## src/rtl/alu_pkg.sv

```systemverilog
// Shared definitions for the RV32I integer ALU and the instruction decoder.
//   XLEN      : operand/result width
//   F3_*      : RV32I funct3 encodings for register-register/immediate ALU ops
package alu_pkg;

  localparam int unsigned XLEN = 32;

  localparam logic [2:0] F3_ADDSUB = 3'b000;
  localparam logic [2:0] F3_SLL    = 3'b001;
  localparam logic [2:0] F3_SLT    = 3'b010;
  localparam logic [2:0] F3_SLTU   = 3'b011;
  localparam logic [2:0] F3_XOR    = 3'b100;
  localparam logic [2:0] F3_SR     = 3'b101;
  localparam logic [2:0] F3_OR     = 3'b110;
  localparam logic [2:0] F3_AND    = 3'b111;

endpackage

```

## src/rtl/alu_core.sv

```systemverilog
// Combinational RV32I ALU datapath.
//   operand_a_i : operand A (rs1)
//   operand_b_i : operand B (rs2 or immediate); [4:0] is the shift amount
//   funct3_i    : operation select
//   funct7_i    : instruction bit 30; SUB vs ADD, SRA vs SRL
//   result_o    : operation result
module alu_core #(
  parameter int unsigned XLEN = alu_pkg::XLEN
) (
  input  logic [XLEN-1:0] operand_a_i,
  input  logic [XLEN-1:0] operand_b_i,
  input  logic [2:0]      funct3_i,
  input  logic            funct7_i,
  output logic [XLEN-1:0] result_o
);
  import alu_pkg::*;

  logic [4:0] shamt;
  assign shamt = operand_b_i[4:0];

  always_comb begin
    result_o = '0;
    // Unknown select values fall into the defaults so no X leaks to the result.
    case (funct3_i)
      F3_ADDSUB: begin
        case (funct7_i)
          1'b0:    result_o = operand_a_i + operand_b_i;
          1'b1:    result_o = operand_a_i - operand_b_i;
          default: result_o = '0;
        endcase
      end
      F3_SLL:  result_o = operand_a_i << shamt;
      F3_SLT:  result_o = {{(XLEN-1){1'b0}}, ($signed(operand_a_i) < $signed(operand_b_i))};
      F3_SLTU: result_o = {{(XLEN-1){1'b0}}, (operand_a_i < operand_b_i)};
      F3_XOR:  result_o = operand_a_i ^ operand_b_i;
      F3_SR: begin
        case (funct7_i)
          1'b0:    result_o = operand_a_i >> shamt;
          1'b1:    result_o = $unsigned($signed(operand_a_i) >>> shamt);
          default: result_o = '0;
        endcase
      end
      F3_OR:   result_o = operand_a_i | operand_b_i;
      F3_AND:  result_o = operand_a_i & operand_b_i;
      default: result_o = '0;
    endcase
  end

endmodule

```

## src/rtl/alu.sv

```systemverilog
// RV32I integer ALU with a registered result (one cycle latency, no stalls).
//   clk    : rising-edge clock
//   rst_n  : asynchronous active-low reset; clears aluout
//   aluin1 : operand A (rs1)
//   aluin2 : operand B (rs2 or immediate); [4:0] is the shift amount
//   funct3 : operation select
//   funct7 : instruction bit 30; SUB vs ADD, SRA vs SRL
//   aluout : registered result
module alu #(
  parameter int unsigned XLEN = alu_pkg::XLEN
) (
  input  logic            clk,
  input  logic            rst_n,
  input  logic [XLEN-1:0] aluin1,
  input  logic [XLEN-1:0] aluin2,
  input  logic [2:0]      funct3,
  input  logic            funct7,
  output logic [XLEN-1:0] aluout
);

  logic [XLEN-1:0] result_d;
  logic [XLEN-1:0] result_q;

  alu_core #(
    .XLEN(XLEN)
  ) u_alu_core (
    .operand_a_i(aluin1),
    .operand_b_i(aluin2),
    .funct3_i   (funct3),
    .funct7_i   (funct7),
    .result_o   (result_d)
  );

  always_ff @(posedge clk or negedge rst_n) begin
    if (!rst_n) begin
      result_q <= '0;
    end else begin
      result_q <= result_d;
    end
  end

  assign aluout = result_q;

endmodule

```

## config.mk

```make
export PLATFORM = sky130hd
export DESIGN_NAME = alu
export DESIGN_NICKNAME = d
export VERILOG_FILES = /design/src/rtl/alu_pkg.sv /design/src/rtl/alu_core.sv /design/src/rtl/alu.sv
export SDC_FILE = /design/constraint.sdc
export NUM_CORES = 1
export LEC_CHECK = 0
export CORE_UTILIZATION = 60
export CTS_CLUSTER_SIZE = 24
export DETAILED_ROUTE_END_ITERATION = 16
export GPL_TIMING_DRIVEN = 0
export PLACE_DENSITY = 0.84
export RECOVER_POWER = 50
export SYNTH_ARGS = -nofsm -noshare
export SYNTH_HDL_FRONTEND = slang
export SYNTH_SLANG_ARGS = --single-unit
```

## constraint.sdc

```tcl
create_clock -name clk -period 0.8 [get_ports clk]
set_input_delay 0.16 -clock clk [delete_from_list [all_inputs] [get_ports clk]]
set_output_delay 0.16 -clock clk [all_outputs]
set_load 0.02 [all_outputs]
```

==> results of run 1 <==
stage by stage:
step,hold slack (ps),util
2_1_floorplan,-135.6,-
3_3_place_gp,855.6,0.7147
3_5_place_dp,886.1,0.7147
4_1_cts,56.76,0.8411
what timing repair did:
| action | CTS |
|---|---|
| pin swaps | 95 |
| gates resized for setup | 636 |
| buffers inserted | 72 |
| endpoints found under the setup margin | 96 |
| gates cloned | 1 |
cell families after synthesis:
group | share of synthesized area
adders and majority gates | 0.1349
and+or+nand+nor | 0.1984
DFF | 0.08614
buffers and inverters | 0.09071
xor gates and xnor gates | 0.02638
AOI/OAI and AO/OA | 0.3572
muxes | 0.1063
cell usage after synthesis, types with 4 or more instances:
cell type  instances
dfrtp_1           32
xnor2_1           25
a221oi_1          16
or3_1              9
buf_2             25
ha_1              97
a222oi_1           8
o21ai_1            8
and2_1             5
o21bai_1          10
mux4_2            20
a2111oi_0          8
nand4_1           12
a211o_1           17
and3_1             5
o211ai_1          28
mux2_2             6
o21a_1             7
clkinv_1           5
nor2b_1            8
a22oi_1            8
o21ai_0          158
a21o_1            10
o311ai_0           5
nand3_1           19
nand2b_1          19
buf_1             14
nor2_1           168
a211oi_1          23
nor3_1            18
or2_2              7
inv_2              5
mux2i_1           47
a31oi_1           10
o31ai_1           14
o22ai_1            8
clkbuf_1          63
nand3b_1           4
inv_1             95
a21oi_1          124
a311oi_1           4
o221ai_1           8
nand2_1          111
routing by layer:
metal	GRT usage	overflow
met1	0.7987	0
met2	0.9311	1
met3	0.6533	0
met4	0.7066	2
met5	0.3375	0
==> impl_metrics.csv, run 1 <==
group,metric,value,unit
cts,clk_path_buf_depth,2,
synthesis,synth-seq-cells,32,
synthesis,synthDistinctLibCells,87,
cts,cts-buffers-inserted,5,
cts,cts.sinks,32,
die,rows,45,
placed_design,place_worst_setup_slack,-3592,ps
global_routing,track_usage,0.7791,
die,io_pins,102,
synthesis,yosys_warnings,0,
outcome,error,"[ERROR GRT-0116] Global routing finished with congestion. Check the congestion regions in the DRC Viewer.",
placed_design,place_congestion,1.246,
synthesis,synth_area_leaders,"ha_1, dfrtp_1, o21ai_0",
die,die-height,126.5,um
cts,hold_buffers,0,
synthesis,synth-async-reset-ratio,1.000,
synthesis,avgSynthCellArea,6.811,sq um
global_routing,grt_first_pass_wirelength,94.23,mm
global_routing,overflow,3,
global_routing,grt_pass1_vias,15270,
outcome,haltStage,"global routing",
cts,htree_num_levels,2,
synthesis,netlist_area,9296,sq um
synthesis,synth_cells,1365,
global_routing,grt_max_degree,33,
synthesis,ys_seq_area_frac,0.08614,
synthesis,synth_top_area_share,0.1306,
die,die_x,126.5,um
placed_design,dp_cells,1652,
outcome,outcome,"aborted with a tool error",
placed_design,hpwlAfterDp,35.87,mm
synthesis,post-synth-top-area-cell,"ha_1",
synthesis,ys.flop_type,"dfrtp_1",
placed_design,dpl-instance-area,10820,sq um
cts,clock-root-buffer,"clkbuf_16",
placed_design,portBuffers,99,
die,initial_core_util,0.6138,
synthesis,synthesis.nets,1534,
synthesis,synth_edf_count,0,
==> inputs of run 2 (changes only) <==
--- a/config.mk
+++ b/config.mk
@@ -5,11 +5,10 @@
 export SDC_FILE = /design/constraint.sdc
 export NUM_CORES = 1
 export LEC_CHECK = 0
-export CORE_UTILIZATION = 60
-export CTS_CLUSTER_SIZE = 24
+export CORE_UTILIZATION = 40
 export DETAILED_ROUTE_END_ITERATION = 16
 export GPL_TIMING_DRIVEN = 0
-export PLACE_DENSITY = 0.84
+export PLACE_DENSITY_LB_ADDON = 0.15
 export RECOVER_POWER = 50
 export SYNTH_ARGS = -nofsm -noshare
 export SYNTH_HDL_FRONTEND = slang
==> impl_metrics.csv, run 2 <==
group,metric,value,unit
cts,htree_num_levels,2,
synthesis,post-synth-top-area-cell,"ha_1",
cells_and_area,largest_register_ffs,32,
drt,dr.pass1.iters,6,
cells_and_area,fin_util,0.6042,
drt,route.detailed.drc,0,
global_routing,track_usage,0.4651,
global_routing,grt_first_pass_wirelength,81.02,mm
die,io_pins,102,
die,fp.coreArea,22710,sq um
sta,hold_violations,0,
cts,clk_pin_slew,50,ps
synthesis,synth-async-reset-ratio,1.000,
drt,via_per_inst,6.958,
setup_path,startpoint_type,"input pin",
global_routing,grt_antenna_before_repair,1,
synthesis,synth-seq-cells,32,
synthesis,yosys_warnings,0,
sta,period_share,3.492,
setup_path,cp-endpoint,"aluout[27]$_DFF_PN0_",
cells_and_area,nets,1741,
drt,routedWlPerCell,30.72,um
setup_path,crit_type,"input pin to register",
global_routing,grt_pass1_vias,12050,
die,initial_core_util,0.4094,
cts,hold_buffers,0,
setup_path,crit_path_start,"aluin2[2]",
synthesis,synthesis.nets,1534,
synthesis,synth_edf_count,0,
synthesis,synth_top_area_share,0.1306,
sta,setup-violations-final,64,
placed_design,place_congestion,1.105,
synthesis,ys_top_cells_by_count,"nor2_1, o21ai_0, a21oi_1",
cts,cts_tree,"built",
drt,ant_nets,0,
drt,vias,12940,
die,die-area,23850,sq um
drt,wl,57.14,mm
cts,cts.sinks,32,
cells_and_area,final_cell_mix,"nor2_1, nand2_1, o21ai_0, buf_4, a21oi_1",
flow_run,cap_violations,0,
outcome,outcome,"complete, but fails checks",
synthesis,yosysMostFrequentCell,"nor2_1",
power_and_ir_drop,comb_power_share,0.746,
cells_and_area,drive_above_1_share,0.3605,
global_routing,overflow,0,
setup_path,arrival,2890,ps
sta,tightest_slew,923.9,ps
drt,drtIter0Drc,1846,
power_and_ir_drop,p_int,7.381,mW
power_and_ir_drop,power_switching,7.460,mW
synthesis,synth_area_leaders,"ha_1, dfrtp_1, o21ai_0",
sta,fin_crit,2793,ps
placed_design,hpwlAfterDp,42.77,mm
sta,finalSetupTns,-59230,ps
synthesis,synthDistinctLibCells,87,
cells_and_area,areaGrowthSynthToFinish,47.60,%
power_and_ir_drop,power.leakage,5.750,nW
sta,max_freq,358.0,MHz
sta,slew_headroom,0.3841,
cts,clock-root-buffer,"clkbuf_16",
sta,grt_setup_unrepaired,"yes",
die,die-height,154.5,um
setup_path,required,900,ps
die,rows,55,
power_and_ir_drop,clkPwrFrac,0.124,
placed_design,portBuffers,99,
worst_hold_path,hp-class,"input pin to asynchronous set/reset pin",
setup_path,worstSetupEndpointType,"register",
die,die_x,154.5,um
global_routing,grt_max_degree,33,
setup_path,cp_max_fo,6,
sta,setup_ws,-1993,ps
synthesis,synth_cells,1365,
cts,clk_path_buf_depth,2,
outcome,violations,"setup timing",
synthesis,netlist_area,9296,sq um
cells_and_area,final_common_cell,"nor2_1",
placed_design,dp_cells,1749,
power_and_ir_drop,p_per_area,1082,nW/um^2
power_and_ir_drop,p_sw_frac,0.5027,
cts,cts-buffers-inserted,5,
synthesis,ys_seq_area_frac,0.08614,
cells_and_area,finalNonFillerCells,1860,
sta,drv_slew,0,
synthesis,ys.flop_type,"dfrtp_1",
synthesis,avgSynthCellArea,6.811,sq um
power_and_ir_drop,seq_power_share,0.130,
power_and_ir_drop,max-vdd-ir-drop,884.2,uV
run 2: cell counts after synthesis:
No cell type changed its count.
run 2: per-layer routing:
metal / vias up / part of all wire / track usage / wire length (um)
met4: 2 / 0.064 / 0.2372 / 3639
met2: 1136 / 0.41 / 0.6884 / 23540
met3: 241 / 0.14 / 0.1224 / 8269
li1: 5418 / - / - / -
met5: - / 0.00019 / 0 / 11
met1: 6145 / 0.38 / 0.6194 / 21680
run 2: cells by family after synthesis:
group | synth area share
DFF | 0.08614
AOI/OAI and AO/OA | 0.3572
buffers and inverters | 0.09071
and+or+nand+nor | 0.1984
adders and majority gates | 0.1349
muxes | 0.1063
xor gates and xnor gates | 0.02638
run 2: through the flow:
step | total power, mW | instance area (sq um) | hold slack, ps | setup slack [ps]
floorplan | 6.791 | 9598 | -135.6 | -1773
global placement | 10.13 | 10950 | 875.0 | -3626
detailed placement | 10.11 | 10950 | 890.7 | -3655
CTS | 13.86 | 13310 | 69.17 | -1877
global route | 15.24 | 13720 | 113.9 | -1994
finish | 14.84 | 13720 | 49.33 | -1993
run 2: how the worst min path moves through the flow:
stage | startpoint | endpoint | slack, ps | cells past startpoint
5_1_grt | rst_n | aluout[16]$_DFF_PN0_ | 110 | 1
3_3_place_gp | rst_n | aluout[2]$_DFF_PN0_ | 870 | 1
4_1_cts | rst_n | aluout[4]$_DFF_PN0_ | 70 | 1
3_5_place_dp | rst_n | aluout[16]$_DFF_PN0_ | 890 | 1
2_1_floorplan | rst_n | aluout[0]$_DFF_PN0_ | -140 | 0
6_report | rst_n | aluout[4]$_DFF_PN0_ | 50 | 1
run 2: power groups by stage:
stage	logic (mW)	registers [mW]	clock network, mW
6_report	11.1	1.93	1.84
5_1_grt	11.4	1.95	1.93
4_1_cts	10.1	1.94	1.86
3_5_place_dp	8.20	1.91	0
3_3_place_gp	8.22	1.91	0
2_1_floorplan	4.60	2.19	0
run 2: what timing repair did:
action | 4_1_cts | 5_1_grt
setup endpoints to repair | 96 | 64
pin swaps | 125 | 73
setup buffers | 86 | 24
resized for setup | 786 | 89
run 2: critical path: stages:
cell	delay [ps]
buf_8	80
clkbuf_16	130
clkinv_8	40
buf_12	120
buf_12	120
ha_4	310
or2b_1	240
o211ai_1	100
buf_4	170
a21oi_4	70
o21bai_4	220
o31ai_4	90
buf_6	150
o31ai_4	250
a31oi_1	140
xnor2_1	320
o211ai_1	180
run 2: layout make-up:
class,instances,area (sq um)
tap,285,356.6
antenna,2,5.005
clock inverter,2,10.01
multi-input combinational,1122,9129
clock buffer,6,138.9
sequential,32,800.8
inverter,106,479.2
fill,2043,8987
timing repair buffer,205,1876
buffer,100,927.1
No activity file was read; power rests on OpenSTA's default activity.
